$ cat config.mk
export PLATFORM = sky130hd
export DESIGN_NAME = ll_resv_unit
export DESIGN_NICKNAME = d
export VERILOG_FILES = /design/src/rtl/ll_pkg.sv /design/src/rtl/ll_resv_entry.sv /design/src/rtl/ll_resv_unit.sv
export SDC_FILE = /design/constraint.sdc
export NUM_CORES = 1
export LEC_CHECK = 0
export BUFFER_PORTS_ARGS = -buffer_cell sky130_fd_sc_hd__buf_2
export CELL_PAD_IN_SITES_DETAIL_PLACEMENT = 1
export CELL_PAD_IN_SITES_GLOBAL_PLACEMENT = 2
export CORE_MARGIN = 4
export CORE_UTILIZATION = 33
export CTS_CLUSTER_DIAMETER = 200
export CTS_CLUSTER_SIZE = 25
export DETAILED_ROUTE_END_ITERATION = 16
export GPL_TIMING_DRIVEN = 0
export PLACE_DENSITY_LB_ADDON = 0.3
export SYNTH_ARGS = -nofsm -noshare
export SYNTH_HDL_FRONTEND = slang
export SYNTH_HIERARCHICAL = 1
export SYNTH_SLANG_ARGS = --single-unit
$ cat constraint.sdc
create_clock -name clk -period 2.38 [get_ports clk]
set_input_delay 0.119 -clock clk [delete_from_list [all_inputs] [get_ports clk]]
set_output_delay 0.119 -clock clk [all_outputs]
set_load 0.03 [all_outputs]
$ cat src/rtl/ll_pkg.sv
// Shared definitions for the load-linked reservation unit: op encodings,
// reset/write polarities and width helpers.
package ll_pkg;

    localparam logic RST_ENABLE   = 1'b1;
    localparam logic WRITE_ENABLE = 1'b1;

    localparam logic [1:0] OP_NONE = 2'b00;
    localparam logic [1:0] OP_LL   = 2'b01;
    localparam logic [1:0] OP_SC   = 2'b10;
    localparam logic [1:0] OP_ST   = 2'b11;

    function automatic int unsigned tag_w(input int unsigned addr_w,
                                          input int unsigned granule_log2);
        return addr_w - granule_log2;
    endfunction

    function automatic int unsigned cnt_w(input int unsigned timeout);
        return (timeout < 2) ? 1 : $clog2(timeout + 1);
    endfunction

endpackage

$ cat src/rtl/ll_resv_entry.sv
// One channel's reservation: valid bit, granule tag and optional expiry counter.
module ll_resv_entry
    import ll_pkg::*;
#(
    parameter int unsigned TAG_W   = 30,
    parameter int unsigned TIMEOUT = 0
) (
    input  logic             clk,
    input  logic             rst,
    input  logic             set,
    input  logic [TAG_W-1:0] set_tag,
    input  logic             clr,
    input  logic [TAG_W-1:0] kill_tag_a,
    input  logic             valid_a,
    input  logic [TAG_W-1:0] kill_tag_b,
    input  logic             valid_b,
    output logic             v,
    output logic             hit_a
);

    logic [TAG_W-1:0] a;
    logic             hit_b;
    logic             set_snooped;
    logic             kill;
    logic             expire;

    assign hit_a       = v & (a == kill_tag_a);
    assign hit_b       = v & (a == kill_tag_b);
    // A snoop hitting the granule being linked this cycle wins over the link.
    assign set_snooped = valid_b & (kill_tag_b == set_tag);
    assign kill        = (valid_a & hit_a) | (valid_b & hit_b);

    always_ff @(posedge clk) begin
        if (rst == RST_ENABLE) begin
            v <= 1'b0;
            a <= '0;
        end else if (clr) begin
            v <= 1'b0;
        end else if (set == WRITE_ENABLE) begin
            v <= ~set_snooped;
            a <= set_tag;
        end else if (kill || expire) begin
            v <= 1'b0;
        end
    end

    if (TIMEOUT > 0) begin : g_timer
        localparam int unsigned CNT_W = cnt_w(TIMEOUT);
        logic [CNT_W-1:0] cnt;

        always_ff @(posedge clk) begin
            if (rst == RST_ENABLE) begin
                cnt <= '0;
            end else if (!clr) begin
                if (set) begin
                    cnt <= CNT_W'(TIMEOUT);
                end else if (v && !kill && (cnt > CNT_W'(1))) begin
                    cnt <= cnt - CNT_W'(1);
                end
            end
        end

        assign expire = v & (cnt == CNT_W'(1));
    end else begin : g_no_timer
        assign expire = 1'b0;
    end

endmodule

$ cat src/rtl/ll_resv_unit.sv
// Per-channel LL/SC reservation tracker: op decode, SC resolution and kill fan-out.
module ll_resv_unit
    import ll_pkg::*;
#(
    parameter  int unsigned NUM_CH       = 2,
    parameter  int unsigned ADDR_W       = 32,
    parameter  int unsigned GRANULE_LOG2 = 2,
    parameter  int unsigned TIMEOUT      = 0,
    localparam int unsigned CH_W         = (NUM_CH > 1) ? $clog2(NUM_CH) : 1
) (
    input  logic              clk,
    input  logic              rst,
    input  logic [NUM_CH-1:0] flush,
    input  logic              op_valid,
    input  logic [1:0]        op_type,
    input  logic [CH_W-1:0]   op_ch,
    input  logic [ADDR_W-1:0] op_addr,
    input  logic              snoop_valid,
    input  logic [ADDR_W-1:0] snoop_addr,
    output logic              sc_ok,
    output logic [NUM_CH-1:0] llbit_o
);

    localparam int unsigned TAG_W = tag_w(ADDR_W, GRANULE_LOG2);

    logic [TAG_W-1:0]  op_tag;
    logic [TAG_W-1:0]  snoop_tag;
    logic              ch_ok;
    logic              is_ll;
    logic              is_sc;
    logic              is_st;
    logic              sel_hit;
    logic              local_kill;
    logic [NUM_CH-1:0] hit_a;
    logic [NUM_CH-1:0] v;

    assign op_tag    = op_addr[ADDR_W-1:GRANULE_LOG2];
    assign snoop_tag = snoop_addr[ADDR_W-1:GRANULE_LOG2];

    if (GRANULE_LOG2 > 0) begin : g_offset
        logic unused_offset;
        assign unused_offset = ^{op_addr[GRANULE_LOG2-1:0], snoop_addr[GRANULE_LOG2-1:0]};
    end

    // Out-of-range channels are dropped entirely, including their stores.
    assign ch_ok = (32'(op_ch) < NUM_CH);
    assign is_ll = op_valid & ch_ok & (op_type == OP_LL);
    assign is_sc = op_valid & ch_ok & (op_type == OP_SC);
    assign is_st = op_valid & ch_ok & (op_type == OP_ST);

    always_comb begin
        sel_hit = 1'b0;
        for (int unsigned c = 0; c < NUM_CH; c++) begin
            if (op_ch == CH_W'(c)) begin
                sel_hit = hit_a[c];
            end
        end
    end

    assign sc_ok      = is_sc & sel_hit;
    // Only stores and successful SCs write memory, so only they kill links.
    assign local_kill = is_st | sc_ok;

    for (genvar g = 0; g < NUM_CH; g++) begin : g_ch
        logic own;
        assign own = (op_ch == CH_W'(g));

        ll_resv_entry #(
            .TAG_W   (TAG_W),
            .TIMEOUT (TIMEOUT)
        ) u_entry (
            .clk        (clk),
            .rst        (rst),
            .set        (is_ll & own),
            .set_tag    (op_tag),
            .clr        (flush[g] | (is_sc & own)),
            .kill_tag_a (op_tag),
            .valid_a    (local_kill),
            .kill_tag_b (snoop_tag),
            .valid_b    (snoop_valid),
            .v          (v[g]),
            .hit_a      (hit_a[g])
        );
    end

    assign llbit_o = v;

endmodule

; Word-level counts from Yosys, hierarchy flattened
; Index checks and enable logic that the tools add are counted.
; W data, S select, Z words.
[word_totals]
input_bits = 73
regBits = 62
elab_cells = 49
output_inout_bits = 3
[op_classes]
eq_ne = 8
reduce_logical = 6
muxes = 5
n_bitwise = 26
[op_table]
columns = operator, count
row1 = $eq A30 B30 Y1, 5
row2 = $and A1 B1 Y1, 17
row3 = $mux W1, 5
row4 = $or A1 B1 Y1, 5
row5 = $eq A2 B2 Y1 const B, 2
row6 = $not A1 Y1, 4
row7 = $reduce_and A2 Y1, 2
row8 = $reduce_bool A2 Y1, 2
row9 = $reduce_or A2 Y1, 2
row10 = $eq A2 B1 Y1 const B, 1

; Depth between registers and ports, before layout
[depth]
ltp_word = 9
mapped_depth = 9
depth_no_buf = 9

; Hierarchy
; Netlist, hierarchy kept.
[modules_own_cells]
columns = mod, seq_area_each_um2, cells_each, area_each_um2, n_inst
row1 = ll_resv_entry, 620.6, 263, 2110.8, 2
row2 = ll_resv_unit, 0.0, 11, 68.8, 1

; Worst setup path before layout
; OpenSTA, ideal clock, no wires.
[synth_path]
kind = flip-flop to output port
startpoint = reg g_ch[1].u_entry.a[5]
endpoint = out sc_ok
t_arrival_ns = 1.762
setup_slack_ns = 0.499
path_stages_with_launch = 8
required_time_ns = 2.261
n_path_buf = 0
path_cell_list = dfxtp_1 xor2_1 nor4_1 nand3_1 nor4_2 and2_1 mux2i_1 nor2_1
[synth_between]
elab_chain_cells = 4
[synth_rtl]
columns = item, line_no
row1 = start: declaration, ll_resv_entry.sv:21  ; logic [TAG_W-1:0] a;
row2 = start signal: assignment, ll_resv_entry.sv:41  ; a <= set_tag;
row3 = $eq A30 B30 Y1, ll_resv_entry.sv:27  ; assign hit_a = v & (a == kill_tag_a);
row4 = $and A1 B1 Y1, ll_resv_entry.sv:27
row5 = via hit_a[1], ll_resv_unit.sv:34  ; logic [NUM_CH-1:0] hit_a;
row6 = $mux W1, ll_resv_unit.sv:54  ; if (op_ch == CH_W'(c)) begin
row7 = $and A1 B1 Y1, ll_resv_unit.sv:60  ; assign sc_ok = is_sc & sel_hit;
row8 = end: declaration, ll_resv_unit.sv:20  ; output logic sc_ok,
; The timed path passes the listed nets, and every way through them passes these cells.

; Final worst setup path
[layout_path]
startpoint = reg g_ch[1].u_entry.a[10]
endpoint = out sc_ok
; Same word-level chain as after synthesis.

==> impl_metrics.tcl <==
set metrics [dict create \
    status "completed" \
    critPathLaunch "g_ch[1].u_entry/a[10]" \
    drt_iter0_drc 202 \
    area_delta_synth_final_pct 22.7 \
    cts_tree "done" \
    worst_pin_slew_ns 0.836 \
    crit_type "flip-flop to output port" \
    max-vdd-ir-drop_uv 405 \
    path_max_fanout 2 \
    grt_max_degree 11 \
    die_w_um 122 \
    nets 699 \
    cts_buffers 9 \
    timing.fmax_ghz 0.422 \
    dp_hpwl_um 13100 \
    mostFrequentLayoutCells "124 x nand2_1, 116 x xor2_1, 70 x buf_2, 60 x a21oi_1, 57 x dfxtp_1" \
    vias_per_cell 5.14 \
    reg2reg_slack_ns 0.10 \
    reg2reg_depth 10 \
    drc_errors 0 \
    p_total_mw 2.83 \
    routed_wl_um 16100 \
    yosysWarnings 6 \
    layout-drive-gt1-share 0.186 \
    maxCapViolCount 0 \
    wl_per_cell_um 20.1 \
    drv_slew 0 \
    whs_path_depth 3 \
    place.gp.congestion 0.884 \
    grt.overflow.total 0 \
    period_share 0.996 \
    end_kind "output port" \
    crit_required_ns 2.26 \
    core_area_um2 12700 \
    period_needed_ns 2.37 \
    endpoint "sc_ok" \
    port_buffers 71 \
    r2r-end "g_ch[0].u_entry/v" \
    fp.dieArea_um2 14900 \
    layout_setup_ws_ns 0.00975 \
    p_per_area_nw_per_um2 537 \
    pre_cts_slack_ns -0.0339 \
    antenna_found_initial 0 \
    max_slew_margin 0.438 \
    startpoint_type "flip-flop" \
    netlist_instances 537 \
    ant_nets 0 \
    cts.sinks 62 \
    drt-pass1-iter-count 4 \
    avgSynthCellArea_um2 7.99 \
    grt_pass1_wl_um 24400 \
    skew_ns 0.00442 \
    syn_nets 610 \
    ioPinCount 76 \
    initial_core_util 0.339 \
    die_h_um 122 \
    reg2reg_from "g_ch[1].u_entry/a[10]" \
    hold_viol 0 \
    synth.top_cell.area_share 0.289 \
    synthesis.area_um2 4290 \
    cts_buffer_depth 2 \
    dpl_cell_area_um2 4860 \
    synth_top_area_cell "dfxtp_1" \
    clk_pin_slew_ns 0.05 \
    grt_use_total 0.225 \
    rsz0062_at_grt "yes" \
    root_buffer "clkbuf_16" \
    final_cells 800 \
    dp.cells 780 \
    ys_seq_elements 62 \
    worstPathArrival_ns 2.25 \
    fillers 1587 \
    diodes 0 \
    insertion_delay_ns 0.34 \
    setup_violations 0 \
    fin_area_um2 5270 \
    layout_commonest_cell "nand2_1" \
    ys_types 30 \
    ys_seq_area_frac 0.289 \
    dr_total_vias 4110 \
    holdCritPathClass "primary input to flip-flop" \
    synth.area.top_cells "dfxtp_1 29%, xor2_1 24%, xnor2_1 11%, nand2_1 11%, a21oi_1 7.1%" \
    cts_max_level 3 \
    grt_pass1_vias 4195 \
    leakagePower_nw 2.06 \
    rows 41 \
]
flip-flops by register name, indices dropped and copies added, names as in the netlist:
signal / cells
g_ch.u_entry/a: 60
g_ch.u_entry/v: 2
cells in the mapped netlist, drive strengths merged:
master / number
nand3: 2
dfxtp: 62
nor4: 30
nor3: 3
o21ai: 6
nand3b: 1
a41o: 1
mux2i: 1
nor4bb: 2
o21bai: 1
and2: 2
nand4: 20
a221oi: 2
nand2: 124
nor2: 3
nand2b: 4
or4: 2
inv: 7
nor2b: 6
nor3b: 1
a2111oi: 2
clkbuf: 18
xnor2: 56
a21oi: 61
xor2: 116
a22oi: 2
o22ai: 2
cells by family after synthesis:
family,synth area share
AOI/OAI and AO/OA,0.102
DFF,0.289
xor gates and xnor gates,0.351
and+or+nand+nor,0.234
muxes,0.00233
buffers and inverters,0.0219
critical path, cell delays in order, from the launching register on:
cell     delay (ns)
dfxtp_4        0.35
xor2_1         0.16
nor4_2         0.33
nand4_1        0.24
nor4_4         0.28
and2_1         0.18
mux2i_1        0.09
nor2_1         0.11
buf_4          0.17
where the power goes:
| part | internal (mW) | switching, mW |
|---|---|---|
| Sequential | 1.05 | 0.0164 |
| Clock | 0.819 | 0.460 |
| Combinational | 0.180 | 0.300 |
final cells by class:
cell class	count	area [µm²]	share of cell area
multi-input cells	450	3020	0.573
flip-flops and latches	62	1250	0.237
repair buffers	78	413	0.0784
clock buffers	11	243	0.0461
well taps	172	215	0.0409
plain buffers	18	67.6	0.0128
clock inverters	2	35.0	0.00665
inverters	7	26.3	0.00499
how the worst min path moves through the flow:
stage                           start                    end  slack (ns)
final                     op_addr[28]  g_ch[1].u_entry/a[26]        0.09
after global routing      op_addr[23]  g_ch[0].u_entry/a[21]        0.10
after detailed placement  snoop_valid      g_ch[1].u_entry/v        0.34
after CTS                  op_addr[8]   g_ch[0].u_entry/a[6]        0.08
after floorplan           snoop_valid      g_ch[0].u_entry/v        0.21
after global placement    snoop_valid      g_ch[1].u_entry/v        0.33
layer usage:
metal | GRT usage | vias to the layer above | share of wire
li1 | - | 1978 | -
met1 | 0.291 | 2004 | 0.45
met4 | 0.0525 | 0 | 0.015
met5 | 0 | - | 0
met3 | 0.0585 | 16 | 0.060
met2 | 0.375 | 112 | 0.48
stage by stage:
| stage | TNS [ns] | util | hold WS, ns |
|---|---|---|---|
| detailed placement | -0.0339 | 0.384 | 0.337 |
| CTS | -0.0328 | 0.413 | 0.0822 |
| floorplan | 0 | - | 0.207 |
| global route | -0.119 | 0.416 | 0.100 |
| finish | 0 | 0.416 | 0.0881 |
| global placement | -0.0482 | 0.384 | 0.335 |
repair_timing:
action,CTS,global route
hold endpoints to repair,2,0
gates cloned,0,0
resized for setup,12,6
pin swaps,7,3
setup buffers,4,2
setup endpoints to repair,1,3
hold buffers,1,0
No activity file was read; power rests on OpenSTA's default activity.
